[src/rtl/uart_pkg.sv]
// -----------------------------------------------------------------------------
// uart_pkg
// Shared definitions for the buffered UART transmitter:
//   uart_state_t   - serializer state encoding (IDLE, START, DATA, STOP)
//   UART_DATA_BITS - payload bits per frame (8N1 framing)
//   uart_cpb()     - clocks per bit from clock frequency and line rate
// -----------------------------------------------------------------------------
package uart_pkg;

    typedef enum logic [1:0] {
        IDLE  = 2'd0,
        START = 2'd1,
        DATA  = 2'd2,
        STOP  = 2'd3
    } uart_state_t;

    localparam int UART_DATA_BITS = 8;

    // Integer truncation is intended: the bit period is rounded down.
    function automatic int uart_cpb(input int clk_hz, input int baud);
        return clk_hz / baud;
    endfunction

endpackage

[src/rtl/uart_tx_fifo_if.sv]
// -----------------------------------------------------------------------------
// uart_tx_fifo_if
// Write-side and status bundle of uart_tx_fifo.
//   wen, data_in : byte write strobe and byte (master -> slave)
//   tx_busy      : FIFO full, writes are dropped while high
//   tx_idle      : FIFO empty and serializer idle
//   overflow     : sticky, a write was attempted while full
//   level        : FIFO occupancy, $clog2(DEPTH)+1 bits
//   uart_tx      : serial line, idle-high
// DEPTH must match the DEPTH of the uart_tx_fifo it is connected to.
// -----------------------------------------------------------------------------
interface uart_tx_fifo_if
    import uart_pkg::*;
#(
    parameter int DEPTH = 16
);
    localparam int LW = $clog2(DEPTH) + 1;

    logic                      wen;
    logic [UART_DATA_BITS-1:0] data_in;
    logic                      tx_busy;
    logic                      tx_idle;
    logic                      overflow;
    logic [LW-1:0]             level;
    logic                      uart_tx;

    modport master (
        output wen, data_in,
        input  tx_busy, tx_idle, overflow, level, uart_tx
    );

    modport slave (
        input  wen, data_in,
        output tx_busy, tx_idle, overflow, level, uart_tx
    );

endinterface

[src/rtl/sync_fifo.sv]
// -----------------------------------------------------------------------------
// sync_fifo
// Single-clock FIFO with first-word fall-through read.
//   clk, reset : clock, asynchronous active-low reset
//   push, din  : write request and data (ignored while full)
//   pop, dout  : read request and head data (dout valid while !empty)
//   full/empty : derived from pointers carrying one extra wrap bit
//   level      : wr_ptr - rd_ptr
//   overflow   : sticky, set by a push while full, cleared only by reset
// A push while full is rejected even when a pop happens on the same edge,
// so that full depends only on registered pointers.
// -----------------------------------------------------------------------------
module sync_fifo #(
    parameter int WIDTH = 8,
    parameter int DEPTH = 16
) (
    input  logic                       clk,
    input  logic                       reset,
    input  logic                       push,
    input  logic [WIDTH-1:0]           din,
    input  logic                       pop,
    output logic [WIDTH-1:0]           dout,
    output logic                       full,
    output logic                       empty,
    output logic [$clog2(DEPTH):0]     level,
    output logic                       overflow
);
    localparam int AW = $clog2(DEPTH);

    logic [WIDTH-1:0] mem_q [DEPTH];
    logic [AW:0]      wr_ptr_q, wr_ptr_d;
    logic [AW:0]      rd_ptr_q, rd_ptr_d;
    logic             overflow_q, overflow_d;
    logic             push_ok;
    logic             pop_ok;

    assign level   = wr_ptr_q - rd_ptr_q;
    assign full    = (level == (AW+1)'(DEPTH));
    assign empty   = (level == '0);
    assign push_ok = push & ~full;
    assign pop_ok  = pop & ~empty;

    // Read is asynchronous so the serializer can load the head byte on the
    // same edge it pops; the array is small enough for distributed RAM.
    assign dout     = mem_q[rd_ptr_q[AW-1:0]];
    assign overflow = overflow_q;

    always_comb begin
        wr_ptr_d   = wr_ptr_q;
        rd_ptr_d   = rd_ptr_q;
        overflow_d = overflow_q;
        if (push_ok) begin
            wr_ptr_d = wr_ptr_q + (AW+1)'(1);
        end
        if (push & full) begin
            overflow_d = 1'b1;
        end
        if (pop_ok) begin
            rd_ptr_d = rd_ptr_q + (AW+1)'(1);
        end
    end

    always_ff @(posedge clk or negedge reset) begin
        if (!reset) begin
            wr_ptr_q   <= '0;
            rd_ptr_q   <= '0;
            overflow_q <= 1'b0;
        end else begin
            wr_ptr_q   <= wr_ptr_d;
            rd_ptr_q   <= rd_ptr_d;
            overflow_q <= overflow_d;
        end
    end

    // Storage carries no reset: clearing the pointers discards the contents.
    always_ff @(posedge clk) begin
        if (push_ok) begin
            mem_q[wr_ptr_q[AW-1:0]] <= din;
        end
    end

endmodule

[src/rtl/uart_tx_fifo.sv]
// -----------------------------------------------------------------------------
// uart_tx_fifo
// Buffered 8N1 UART transmitter. Bytes written through the bus interface are
// queued in a sync_fifo and serialized LSB first on bus.uart_tx.
//   clk   : CPU clock, rising edge
//   reset : asynchronous active-low reset; line returns high, FIFO emptied
//   bus   : uart_tx_fifo_if.slave (wen, data_in, tx_busy, tx_idle,
//           overflow, level, uart_tx)
// Each bit lasts CPB = CLK_HZ/BAUD clocks; back-to-back frames are separated
// by exactly one IDLE cycle (period 10*CPB+1).
// -----------------------------------------------------------------------------
module uart_tx_fifo
    import uart_pkg::*;
#(
    parameter int CLK_HZ = 27000000,
    parameter int BAUD   = 115200,
    parameter int DEPTH  = 16
) (
    input  logic           clk,
    input  logic           reset,
    uart_tx_fifo_if.slave  bus
);
    localparam int CPB  = uart_cpb(CLK_HZ, BAUD);
    localparam int BW   = $clog2(CPB);
    localparam int LW   = $clog2(DEPTH) + 1;
    localparam int BITW = $clog2(UART_DATA_BITS);

    localparam logic [BW-1:0]   BAUD_LAST = BW'(CPB - 1);
    localparam logic [BITW-1:0] BIT_LAST  = BITW'(UART_DATA_BITS - 1);

    generate
        if (DEPTH < 2 || (DEPTH & (DEPTH - 1)) != 0) begin : g_bad_depth
            $error("uart_tx_fifo: DEPTH must be a power of two and >= 2");
        end
        if (CPB < 2) begin : g_bad_cpb
            $error("uart_tx_fifo: CLK_HZ/BAUD must be at least 2");
        end
    endgenerate

    // FIFO connections
    logic [UART_DATA_BITS-1:0] fifo_dout;
    logic                      fifo_pop;
    logic                      fifo_full;
    logic                      fifo_empty;
    logic [LW-1:0]             fifo_level;
    logic                      fifo_overflow;

    // Serializer state
    uart_state_t               state_q, state_d;
    logic [BW-1:0]             baud_q, baud_d;
    logic [BITW-1:0]           bit_q, bit_d;
    logic [UART_DATA_BITS-1:0] shift_q, shift_d;
    logic                      uart_tx_q, uart_tx_d;
    logic                      tx_idle_q, tx_idle_d;
    logic                      baud_last;

    sync_fifo #(
        .WIDTH (UART_DATA_BITS),
        .DEPTH (DEPTH)
    ) u_fifo (
        .clk      (clk),
        .reset    (reset),
        .push     (bus.wen),
        .din      (bus.data_in),
        .pop      (fifo_pop),
        .dout     (fifo_dout),
        .full     (fifo_full),
        .empty    (fifo_empty),
        .level    (fifo_level),
        .overflow (fifo_overflow)
    );

    assign baud_last = (baud_q == BAUD_LAST);

    always_comb begin
        state_d  = state_q;
        baud_d   = baud_q;
        bit_d    = bit_q;
        shift_d  = shift_q;
        fifo_pop = 1'b0;

        unique case (state_q)
            IDLE: begin
                if (!fifo_empty) begin
                    fifo_pop = 1'b1;
                    shift_d  = fifo_dout;
                    baud_d   = '0;
                    state_d  = START;
                end
            end
            START: begin
                if (baud_last) begin
                    baud_d  = '0;
                    bit_d   = '0;
                    state_d = DATA;
                end else begin
                    baud_d = baud_q + BW'(1);
                end
            end
            DATA: begin
                if (baud_last) begin
                    baud_d  = '0;
                    shift_d = shift_q >> 1;
                    if (bit_q == BIT_LAST) begin
                        state_d = STOP;
                    end else begin
                        bit_d = bit_q + BITW'(1);
                    end
                end else begin
                    baud_d = baud_q + BW'(1);
                end
            end
            STOP: begin
                if (baud_last) begin
                    baud_d  = '0;
                    state_d = IDLE;
                end else begin
                    baud_d = baud_q + BW'(1);
                end
            end
            default: begin
                state_d = IDLE;
            end
        endcase

        // Line level is registered from the next state and next shift value,
        // so it changes on the same edge as the state and cannot glitch.
        unique case (state_d)
            START:   uart_tx_d = 1'b0;
            DATA:    uart_tx_d = shift_d[0];
            default: uart_tx_d = 1'b1;
        endcase

        // Registered from the current state: drops one edge after the first
        // accepted write and rises one edge after the stop bit ends.
        tx_idle_d = (state_q == IDLE) && fifo_empty;
    end

    always_ff @(posedge clk or negedge reset) begin
        if (!reset) begin
            state_q   <= IDLE;
            baud_q    <= '0;
            bit_q     <= '0;
            shift_q   <= '0;
            uart_tx_q <= 1'b1;
            tx_idle_q <= 1'b1;
        end else begin
            state_q   <= state_d;
            baud_q    <= baud_d;
            bit_q     <= bit_d;
            shift_q   <= shift_d;
            uart_tx_q <= uart_tx_d;
            tx_idle_q <= tx_idle_d;
        end
    end

    assign bus.uart_tx  = uart_tx_q;
    assign bus.tx_busy  = fifo_full;
    assign bus.tx_idle  = tx_idle_q;
    assign bus.overflow = fifo_overflow;
    assign bus.level    = fifo_level;

endmodule

[src/flat_wrapper.sv]
// flat-port wrapper written by rule: the top's interface ports become plain ports
module uart_tx_fifo_flat import uart_pkg::*;
#(
    parameter int CLK_HZ = 27000000,
    parameter int BAUD   = 115200,
    parameter int DEPTH  = 16
)
  (clk, reset, bus_wen, bus_data_in, bus_tx_busy, bus_tx_idle, bus_overflow, bus_level, bus_uart_tx);
  uart_tx_fifo_if #(.DEPTH(DEPTH)) bus_i ();
  input  logic clk;
  input  logic reset;
  input wire logic [$bits(bus_i.wen)-1:0] bus_wen;
  input wire logic [$bits(bus_i.data_in)-1:0] bus_data_in;
  output wire logic [$bits(bus_i.tx_busy)-1:0] bus_tx_busy;
  output wire logic [$bits(bus_i.tx_idle)-1:0] bus_tx_idle;
  output wire logic [$bits(bus_i.overflow)-1:0] bus_overflow;
  output wire logic [$bits(bus_i.level)-1:0] bus_level;
  output wire logic [$bits(bus_i.uart_tx)-1:0] bus_uart_tx;
  assign bus_i.wen = bus_wen;
  assign bus_i.data_in = bus_data_in;
  assign bus_tx_busy = bus_i.tx_busy;
  assign bus_tx_idle = bus_i.tx_idle;
  assign bus_overflow = bus_i.overflow;
  assign bus_level = bus_i.level;
  assign bus_uart_tx = bus_i.uart_tx;
  uart_tx_fifo #(.CLK_HZ(CLK_HZ), .BAUD(BAUD), .DEPTH(DEPTH)) u_core (.clk(clk), .reset(reset), .bus(bus_i));
endmodule
[config.mk]
export PLATFORM = sky130hd
export DESIGN_NAME = uart_tx_fifo_flat
export DESIGN_NICKNAME = d
export VERILOG_FILES = /design/src/rtl/uart_pkg.sv /design/src/rtl/uart_tx_fifo_if.sv /design/src/rtl/sync_fifo.sv /design/src/rtl/uart_tx_fifo.sv /design/src/flat_wrapper.sv
export SDC_FILE = /design/constraint.sdc
export NUM_CORES = 1
export LEC_CHECK = 0
export BUFFER_PORTS_ARGS = -buffer_cell sky130_fd_sc_hd__buf_2
export CAP_MARGIN = 30
export CORE_MARGIN = 5
export CORE_UTILIZATION = 37
export DETAILED_ROUTE_END_ITERATION = 7
export PLACE_DENSITY = 0.55
export SETUP_SLACK_MARGIN = 0.5
export SKIP_LAST_GASP = 1
export SLEW_MARGIN = 0
export SYNTH_ARGS = -nofsm -noshare
export SYNTH_HDL_FRONTEND = slang
export SYNTH_SLANG_ARGS = --single-unit
[constraint.sdc]
create_clock -name clk -period 3.15 [get_ports clk]
set_input_delay 0.63 -clock clk [delete_from_list [all_inputs] [get_ports clk]]
set_output_delay 0.63 -clock clk [all_outputs]
set_load 0.02 [all_outputs]
==> metrics.csv <==
metric;value;unit
status;completed;
dpl hpwl;9520;µm
EDFF count, synth;128;
P_leak;2.98;nW
ranking of synthesized cells by area;edfxtp_1 (54%), dfrtp_1 (11%), mux4_2 (11%), ha_1 (2.3%), nand2_1 (1.4%);
drt pass-1 iters;5;
Worst Path Required;2520;ps
post-synth top area cell;edfxtp_1;
initial DRC count;225;
pwr dens;819;nW/µm²
Crit-path slowest cell;fa_2;
drt wl/cell;20.7;µm
worst setup margin;169;ps
initial antenna violation count;0;
Avg Vias per Cell;5.40;
crit end category;output port;
setup TNS;0;ps
# port buffers;19;
WP data arrival;2350;ps
share of cells above drive strength 1;35.1;%
worst hold path class;in2async;
Avg Cell Area, Syn;16.5;µm²
Final Setup Violations;0;
Buf/Inv on CP;2;
Async SR Flop Fraction;21.0;%
fin nets;514;
count leader, synth;edfxtp_1;
synthesis-to-layout area growth;21.8;%
latest clock arrival within the worst-skew pair;420;ps
final instance area;8620;µm²
startpoint types;register;
Worst Skew;10.7;ps
H-tree level count;4;
gp weighted congestion;0.770;
Clock Tree Buf Depth;2;
RSZ-0062 raised after global routing;true;
CTS sink cnt;162;
CTS tree;done;
Seq/Total Area, Yosys;66.4;%
total chip power;0.00706;W
first-pass GRT wire length;24300;µm
vias in the first global route;4098;
pre-CTS setup slack;344;ps
Period minus WS final;2980;ps
row cnt;50;
GRT Util Overall;14.7;%
die height;148;µm
flop and latch count out of synthesis;162;
Die Wd;148;µm
total core area;18800;µm²
drt total wl;15200;µm
clock-pin slew on the worst setup and hold paths;70;ps
maximum vdd ir drop;0.000431;V
DRC;0;
worst slew pin tran;819;ps
total number of vias;3978;
Post-synth top flop;edfxtp_1;
delay-heaviest family, CP;adder cells;
total CTS buffers;17;
Pins Over Slew Limit;0;
Setup CP Type;reg2out;
root buffer cell;clkbuf_16;
initial core utilization;37.7;%
Max Cap Violations;0;
Unique masters post-synth;61;
CP Max Fanout;3;
crit-path cells;ha_4 > fa_2 > nand3b_1 > and4bb_1 > nor2_4 > buf_6 > nor2_4 > buf_6;
synthesized cell area;7080;µm²
CP max stage delay;550;ps
period utilisation layout;94.6;%
DIE AREA;22000;µm²
cell area after placement;7650;µm²
I/O Pins;20;
Fmax;0.335;GHz
largest net degree at the start of global routing;36;
Syn Inst Count;429;
Mapped Nets;454;
hold_buf cts;0;
slew margin rel.;45.4;%
Final ANT Viol Nets;0;
GRT overflow;0;
diode count;0;
top cell type's share of synthesized area;54.3;%
fillers;1621;
top cells by count, synth;edfxtp_1 (128), mux4_2 (33), dfrtp_1 (32), nand2_1 (27), nor2_1 (27);
final hold vios;0;
Ys Warns;0;
## what timing repair did
| action | 4_1_cts | 5_1_grt |
|---|---|---|
| pin swaps | 7 | 12 |
| setup endpoints to repair | 67 | 90 |
| gates cloned | 1 | 0 |
| gates resized for setup | 15 | 9 |
| setup buffers | 12 | 13 |
## metrics by stage
stage          util (%)  instances  hold WS [ps]
6_report           45.9        736           297
5_1_grt            45.9        736           352
4_1_cts            44.8        723           319
3_5_place_dp       40.7        678           443
3_3_place_gp       40.7        678           439
2_1_floorplan         -        429           334
## layer usage
layer	vias to the layer above	global-route usage, %	wire (µm)
met5	-	0	0
met2	98	23.7	7580
met3	11	2.86	654
li1	1817	-	-
met4	0	4.30	173
met1	2052	20.3	6820
## layout make-up
class                      count  area (µm²)  share of cell area [%]
inverter                      13        56.3                   0.653
clock buffer                  17         425                    4.93
multi-input combinational    235        2410                    28.0
clock inverter                15         143                    1.65
tap                          234         293                    3.40
sequential                   162        4700                    54.5
timing repair buffer          60         592                    6.87
## layout by cell type (no fill, tap or decap), types with 3 or more instances in the layout
cell	count
xnor2_1	6
nand4_1	3
buf_2	17
o211ai_1	8
nor3_4	3
buf_4	21
inv_8	6
buf_12	10
nand2_1	27
dfrtp_1	29
buf_6	11
nor3_1	4
ha_1	11
nor2_4	10
clkbuf_16	18
dfrtp_2	3
inv_1	9
edfxtp_1	128
mux4_2	33
inv_6	4
o21ai_0	11
o22ai_1	15
nor4b_4	4
a31oi_1	7
a21oi_1	7
nand3b_1	8
nand3_1	8
o211ai_2	7
nand2b_1	3
nor2_1	17
xor2_1	4
## path summary, 6_finish.rpt
check / endpoint / depth (start not counted) / startpoint / slack (ps)
setup / recovery: bus_tx_busy / 8 / u_core.u_fifo.rd_ptr_q[0] / 170
hold / removal: u_core.u_fifo.wr_ptr_q[0] / 1 / reset / 300
setup reg to reg: u_core.u_fifo.mem_q[4][3] / 12 / u_core.u_fifo.rd_ptr_q[0] / 410
hold reg to reg: u_core.u_fifo.overflow / 1 / u_core.u_fifo.overflow / 460
max in group asynchronous: u_core.u_fifo.wr_ptr_q[1] / 1 / reset / 2300
min in group clk: u_core.u_fifo.overflow / 1 / u_core.u_fifo.overflow / 460
## power breakdown
part	total [W]	internal (W)	switching [W]
clock	0.00198	0.00105	0.000926
combinational	0.00234	0.00104	0.00130
sequential	0.00275	0.00260	0.000149
## cell families (layout without fill, tap and decap cells)
| kind of cell | after synthesis | count (layout) | share of synthesized area [%] |
|---|---|---|---|
| fa+ha+maj | 14 | 14 | 2.58 |
| buf+inv | 32 | 105 | 2.32 |
| flops | 162 | 162 | 66.4 |
| simple gates | 102 | 102 | 8.22 |
| mux | 37 | 37 | 11.2 |
| compound gates | 69 | 69 | 7.20 |
| xor+xnor | 13 | 13 | 2.09 |
## sequential cells by signal (all words and copies together), names as in the netlist
register,count
u_core.u_fifo.mem_q,128
u_core.u_fifo.rd_ptr_q,5
u_core.u_fifo.overflow,1
u_core.baud_q,8
u_core.bit_q,3
u_core.bus.tx_idle,1
u_core.bus.uart_tx,1
u_core.u_fifo.wr_ptr_q,5
u_core.shift_q,8
u_core.state_q,2
(Power assumes the default switching activity.)
